`config.mk`:
```
export PLATFORM = sky130hd
export DESIGN_NAME = bcd_serial_adder
export DESIGN_NICKNAME = d
export VERILOG_FILES = /design/src/rtl/bcd_pkg.sv /design/src/rtl/bcd_digit_add.sv /design/src/rtl/bcd_serial_adder.sv
export SDC_FILE = /design/constraint.sdc
export NUM_CORES = 1
export LEC_CHECK = 0
export ABC_AREA = 1
export CORE_MARGIN = 3
export CORE_UTILIZATION = 34
export DETAILED_ROUTE_END_ITERATION = 8
export SETUP_SLACK_MARGIN = 0.4
export SLEW_MARGIN = 25
export SYNTH_ARGS = -nofsm -noshare
export SYNTH_HDL_FRONTEND = slang
export SYNTH_SLANG_ARGS = --single-unit
```
`constraint.sdc`:
```
create_clock -name clk -period 6.3 [get_ports clk]
set_clock_uncertainty 0.2 [all_clocks]
set_input_delay 1.89 -clock clk [delete_from_list [all_inputs] [get_ports clk]]
set_output_delay 1.89 -clock clk [all_outputs]
set_load 0.02 [all_outputs]
```
`src/rtl/bcd_pkg.sv`:
```
// bcd_pkg: shared constants, state encoding and digit validity helper for the BCD serial adder
package bcd_pkg;
  localparam int DIGIT_W = 4;
  localparam logic [3:0] BCD_MAX = 4'd9;
  localparam logic [4:0] BCD_CORR = 5'd6;
  typedef enum logic [1:0] {IDLE, ADD, HOLD} state_t;
  function automatic logic is_bcd_digit(input logic [3:0] d);
    return d <= BCD_MAX;
  endfunction
endpackage

```
`src/rtl/bcd_digit_add.sv`:
```
// bcd_digit_add: single-digit BCD add with decimal correction, invalid digits handled by the same rule
module bcd_digit_add
  import bcd_pkg::*;
(
  input  logic [3:0] a,
  input  logic [3:0] b,
  input  logic       ci,
  output logic [3:0] s,
  output logic       co
);
  logic [4:0] raw;
  // binary sum, then add 6 and wrap to a digit whenever the sum leaves the decimal range
  always_comb begin
    raw = {1'b0, a} + {1'b0, b} + {4'b0, ci};
    co  = raw > {1'b0, BCD_MAX};
    s   = co ? 4'(raw + BCD_CORR) : raw[3:0];
  end
endmodule

```
`src/rtl/bcd_serial_adder.sv`:
```
// bcd_serial_adder: accepts packed BCD operands and adds them one digit per cycle, LSD first
module bcd_serial_adder
  import bcd_pkg::*;
#(
  parameter int DIGITS = 4
) (
  input  logic                    clk,
  input  logic                    rst_n,
  input  logic                    in_valid,
  output logic                    in_ready,
  input  logic [DIGIT_W*DIGITS-1:0] a_bcd,
  input  logic [DIGIT_W*DIGITS-1:0] b_bcd,
  input  logic                    cin,
  output logic                    out_valid,
  input  logic                    out_ready,
  output logic [DIGIT_W*DIGITS-1:0] sum_bcd,
  output logic                    cout,
  output logic                    err
);
  localparam int IW = DIGITS > 1 ? $clog2(DIGITS) : 1;
  localparam int W = DIGIT_W * DIGITS;
  state_t         state_q, state_d;
  logic [IW-1:0]  idx_q, idx_d;
  logic [W-1:0]   a_q, a_d, b_q, b_d, sum_q, sum_d;
  logic           carry_q, carry_d, cout_q, cout_d, err_q, err_d;
  logic [3:0]     dig_s;
  logic           dig_co, bad;
  bcd_digit_add u_add (
    .a  (a_q[idx_q*DIGIT_W +: DIGIT_W]),
    .b  (b_q[idx_q*DIGIT_W +: DIGIT_W]),
    .ci (carry_q),
    .s  (dig_s),
    .co (dig_co)
  );
  assign in_ready  = state_q == IDLE;
  assign out_valid = state_q == HOLD;
  assign sum_bcd   = sum_q;
  assign cout      = cout_q;
  assign err       = err_q;
  // flag any operand digit outside 0..9 at acceptance time
  always_comb begin
    bad = 1'b0;
    for (int i = 0; i < DIGITS; i++)
      bad = bad | ~is_bcd_digit(a_bcd[i*DIGIT_W +: DIGIT_W]) | ~is_bcd_digit(b_bcd[i*DIGIT_W +: DIGIT_W]);
  end
  // sequencer: accept operands, walk the digits through the adder, hold the result until taken
  always_comb begin
    state_d = state_q;
    idx_d   = idx_q;
    a_d     = a_q;
    b_d     = b_q;
    sum_d   = sum_q;
    carry_d = carry_q;
    cout_d  = cout_q;
    err_d   = err_q;
    case (state_q)
      IDLE: if (in_valid) begin
        a_d     = a_bcd;
        b_d     = b_bcd;
        carry_d = cin;
        sum_d   = '0;
        idx_d   = '0;
        err_d   = bad;
        state_d = ADD;
      end
      ADD: begin
        sum_d[idx_q*DIGIT_W +: DIGIT_W] = dig_s;
        carry_d = dig_co;
        idx_d   = idx_q + 1'b1;
        if (idx_q == IW'(DIGITS - 1)) begin
          cout_d  = dig_co;
          state_d = HOLD;
        end
      end
      HOLD: state_d = out_ready ? IDLE : HOLD;
      default: state_d = IDLE;
    endcase
  end
  // state and datapath registers with synchronous active-low reset
  always_ff @(posedge clk) begin
    if (!rst_n) begin
      state_q <= IDLE;
      idx_q   <= '0;
      a_q     <= '0;
      b_q     <= '0;
      sum_q   <= '0;
      carry_q <= 1'b0;
      cout_q  <= 1'b0;
      err_q   <= 1'b0;
    end else begin
      state_q <= state_d;
      idx_q   <= idx_d;
      a_q     <= a_d;
      b_q     <= b_d;
      sum_q   <= sum_d;
      carry_q <= carry_d;
      cout_q  <= cout_d;
      err_q   <= err_d;
    end
  end
endmodule

```
==> metrics.yaml <==
run_status:
  status: "finished clean"
setup_path:
  reg2reg_depth: 17
  worst-setup-path-type: "flop to flop"
  start_kind: "flop"
  rrSetupSlack_ns: 2.57
  worstPathRequired_ns: 6.27
  crit_arrival_ns: 3.70
  worst_setup_path_end_kind: "flop"
  cp_max_fo: 11
sta:
  worstMarginPinSlew_ns: 0.644
  hold_violations: 0
  fin_crit_sh: 0.592
  timing.setup.tns_ns: 0
  slew-limit-headroom: 0.570
  rsz0062_at_grt: "false"
  fmax_mhz: 268
  setup_viol: 0
  fin_crit_ns: 3.73
  worst_hold_slack_ns: 0.265
  maxSlewViolCount: 0
cells_and_area:
  layout_common_cells: "77 x nor2_1, 55 x o21ai_0, 55 x dfxtp_1, 55 x clkdlybuf4s50_1, 40 x nand2_1"
  multiInputGateArea_sq_mm: 0.00136
  regArea_sq_mm: 0.00110
  area_delta_synth_final_pct: 25.9
  mostFrequentLayoutCell: "nor2_1"
  fillers: 788
  drive_above_1_share: 0.0703
  diodes: 0
  nets: 474
job:
  cap_viol_max_count: 0
logic_synthesis:
  ys.flop_type: "dfxtp_1"
  synthDistinctLibCells: 33
  synth-seq-area-share: 0.407
  ys_async_sr_fraction: 0
  ys_warn_count: 0
  synth_area_sq_mm: 0.00271
  synth_area_per_cell_sq_um: 7.14
  synth_edf_count: 0
  ys_ff_latch: 55
  postSynthCellCount: 379
  synth_nets: 426
die:
  die_area_sq_mm: 0.00906
  ios: 57
  core.rowCount: 31
  fp.dieH_um: 95.2
  core_sq_mm: 0.00749
  die_w_um: 95.2
  start_util: 0.361
min_path:
  hp-class: "flop to flop"
  hold_depth: 2
detailed_routing:
  drt-total-wl_um: 6250
  viasPerCell: 4.67
  drt-initial-drc-count: 105
  drc_errors: 0
  routedWlPerCell_um: 11.9
  vias: 2457
  ant_nets: 0
  dr.pass1.iters: 4
cts:
  cts_tree: "yes"
  cts_inserted_buffers: 5
  post-cts-setup-buffers: 0
  clock_path_buffers: 2
  ctsResizeCount: 0
  clkTransAtPathRegs_ns: 0.09
  clock_latency_ns: 0.30
  cts_root_buf: "clkbuf_8"
  clock_sinks: 55
  holdBufCountCts: 0
  h-tree-depth: 2
placement:
  gp_congestion: 0.815
  port_buffers: 56
  hpwl_um: 4670
power:
  p_leak_nw: 1.37
  peakVddDrop_mv: 0.102
  p_per_area_mw_per_mm2: 260
grt:
  antenna_found_initial: 0
  grt_max_degree: 45
  grt_util_all_layers: 0.145
  grt_pass1_wl_um: 10500
  grt_pass1_vias: 2316
  grt_overflow: 0
[cells in the mapped netlist (2+ instances only)]
cell | number | area (sq um)
o21ai_0 | 55 | 275
dfxtp_1 | 55 | 1100
a21oi_1 | 32 | 160
clkbuf_1 | 7 | 26.3
nand3_1 | 12 | 60.1
buf_2 | 9 | 45.0
o22ai_1 | 7 | 43.8
nor2_1 | 77 | 289
a211oi_1 | 2 | 15.0
fa_1 | 2 | 40.0
nand4_1 | 5 | 31.3
nor2_2 | 2 | 12.5
inv_2 | 4 | 15.0
nand2_2 | 7 | 43.8
ha_1 | 8 | 100
inv_1 | 37 | 139
nor3_1 | 3 | 15.0
nand2_1 | 40 | 150
[report_power, final]
part           internal [mW]  switching [mW]
combinational          0.113           0.189
sequential             0.375          0.0145
clock                 0.0865           0.107
total                  0.574           0.311
[final cells by class]
class	count	share of cell area
multi-input combinational	265	0.401
sequential	55	0.323
timing repair buffer	58	0.168
inverter	42	0.0463
tap	99	0.0364
clock buffer	6	0.0243
clock inverter	1	0.00147
[cell families after synthesis]
kind of cell	after synthesis	share of synthesized area
AO/OA/AOI/OAI	103	0.206
adder cells (fa/ha/maj)	10	0.0518
buffers and inverters	59	0.0888
AND/OR/NAND/NOR	152	0.247
flip-flops	55	0.407
[path summary, 6_finish.rpt]
check / from / end
worst max-delay path: idx_q[1] / sum_bcd[15]
worst min-delay path: sum_bcd[6] / sum_bcd[6]
worst max register to register: idx_q[1] / sum_bcd[15]
worst min register to register: sum_bcd[6] / sum_bcd[6]
[through the flow]
step / worst slack, ns / cells / total power [mW] / utilization / instance area [sq um]
6_report: 2.57 / 526 / 0.885 / 0.455 / 3400
3_5_place_dp: 2.07 / 519 / 0.699 / 0.444 / 3320
5_1_grt: 2.28 / 526 / 0.948 / 0.455 / 3400
3_3_place_gp: 2.13 / 519 / 0.694 / 0.444 / 3320
4_1_cts: 2.42 / 526 / 0.897 / 0.455 / 3410
2_1_floorplan: 3.11 / 379 / 0.616 / - / 2710
[flip-flops by register name, indices dropped and copies added (netlist names)]
name     count
a_q         16
sum_bcd     16
err          1
state_q      2
carry_q      1
b_q         16
idx_q        2
cout         1
[critical path, cell delays in order (launching register included)]
cell and delay [ns]:
dfxtp_1 0.57, clkinv_1 0.40, o21ai_0 0.18, o22ai_1 0.13, fa_1 0.46, fa_1 0.57
inv_1 0.09, ha_1 0.20, inv_1 0.08, nor2_1 0.05, a21oi_2 0.13, nand2_2 0.10
nand2_4 0.10, nand2_2 0.08, nand4_2 0.09, nor2_1 0.05, nor2_1 0.09, nor2_1 0.04
[metal layers]
layer  vias to the layer above  global-route usage  wire length [um]
met3                         2              0.0292               299
met2                        52               0.239              2830
met1                      1068               0.194              3090
li1                       1335                   -                 -
met5                         -                   0                 0
met4                         0              0.0373                23
No activity file was read; power rests on OpenSTA's default activity.
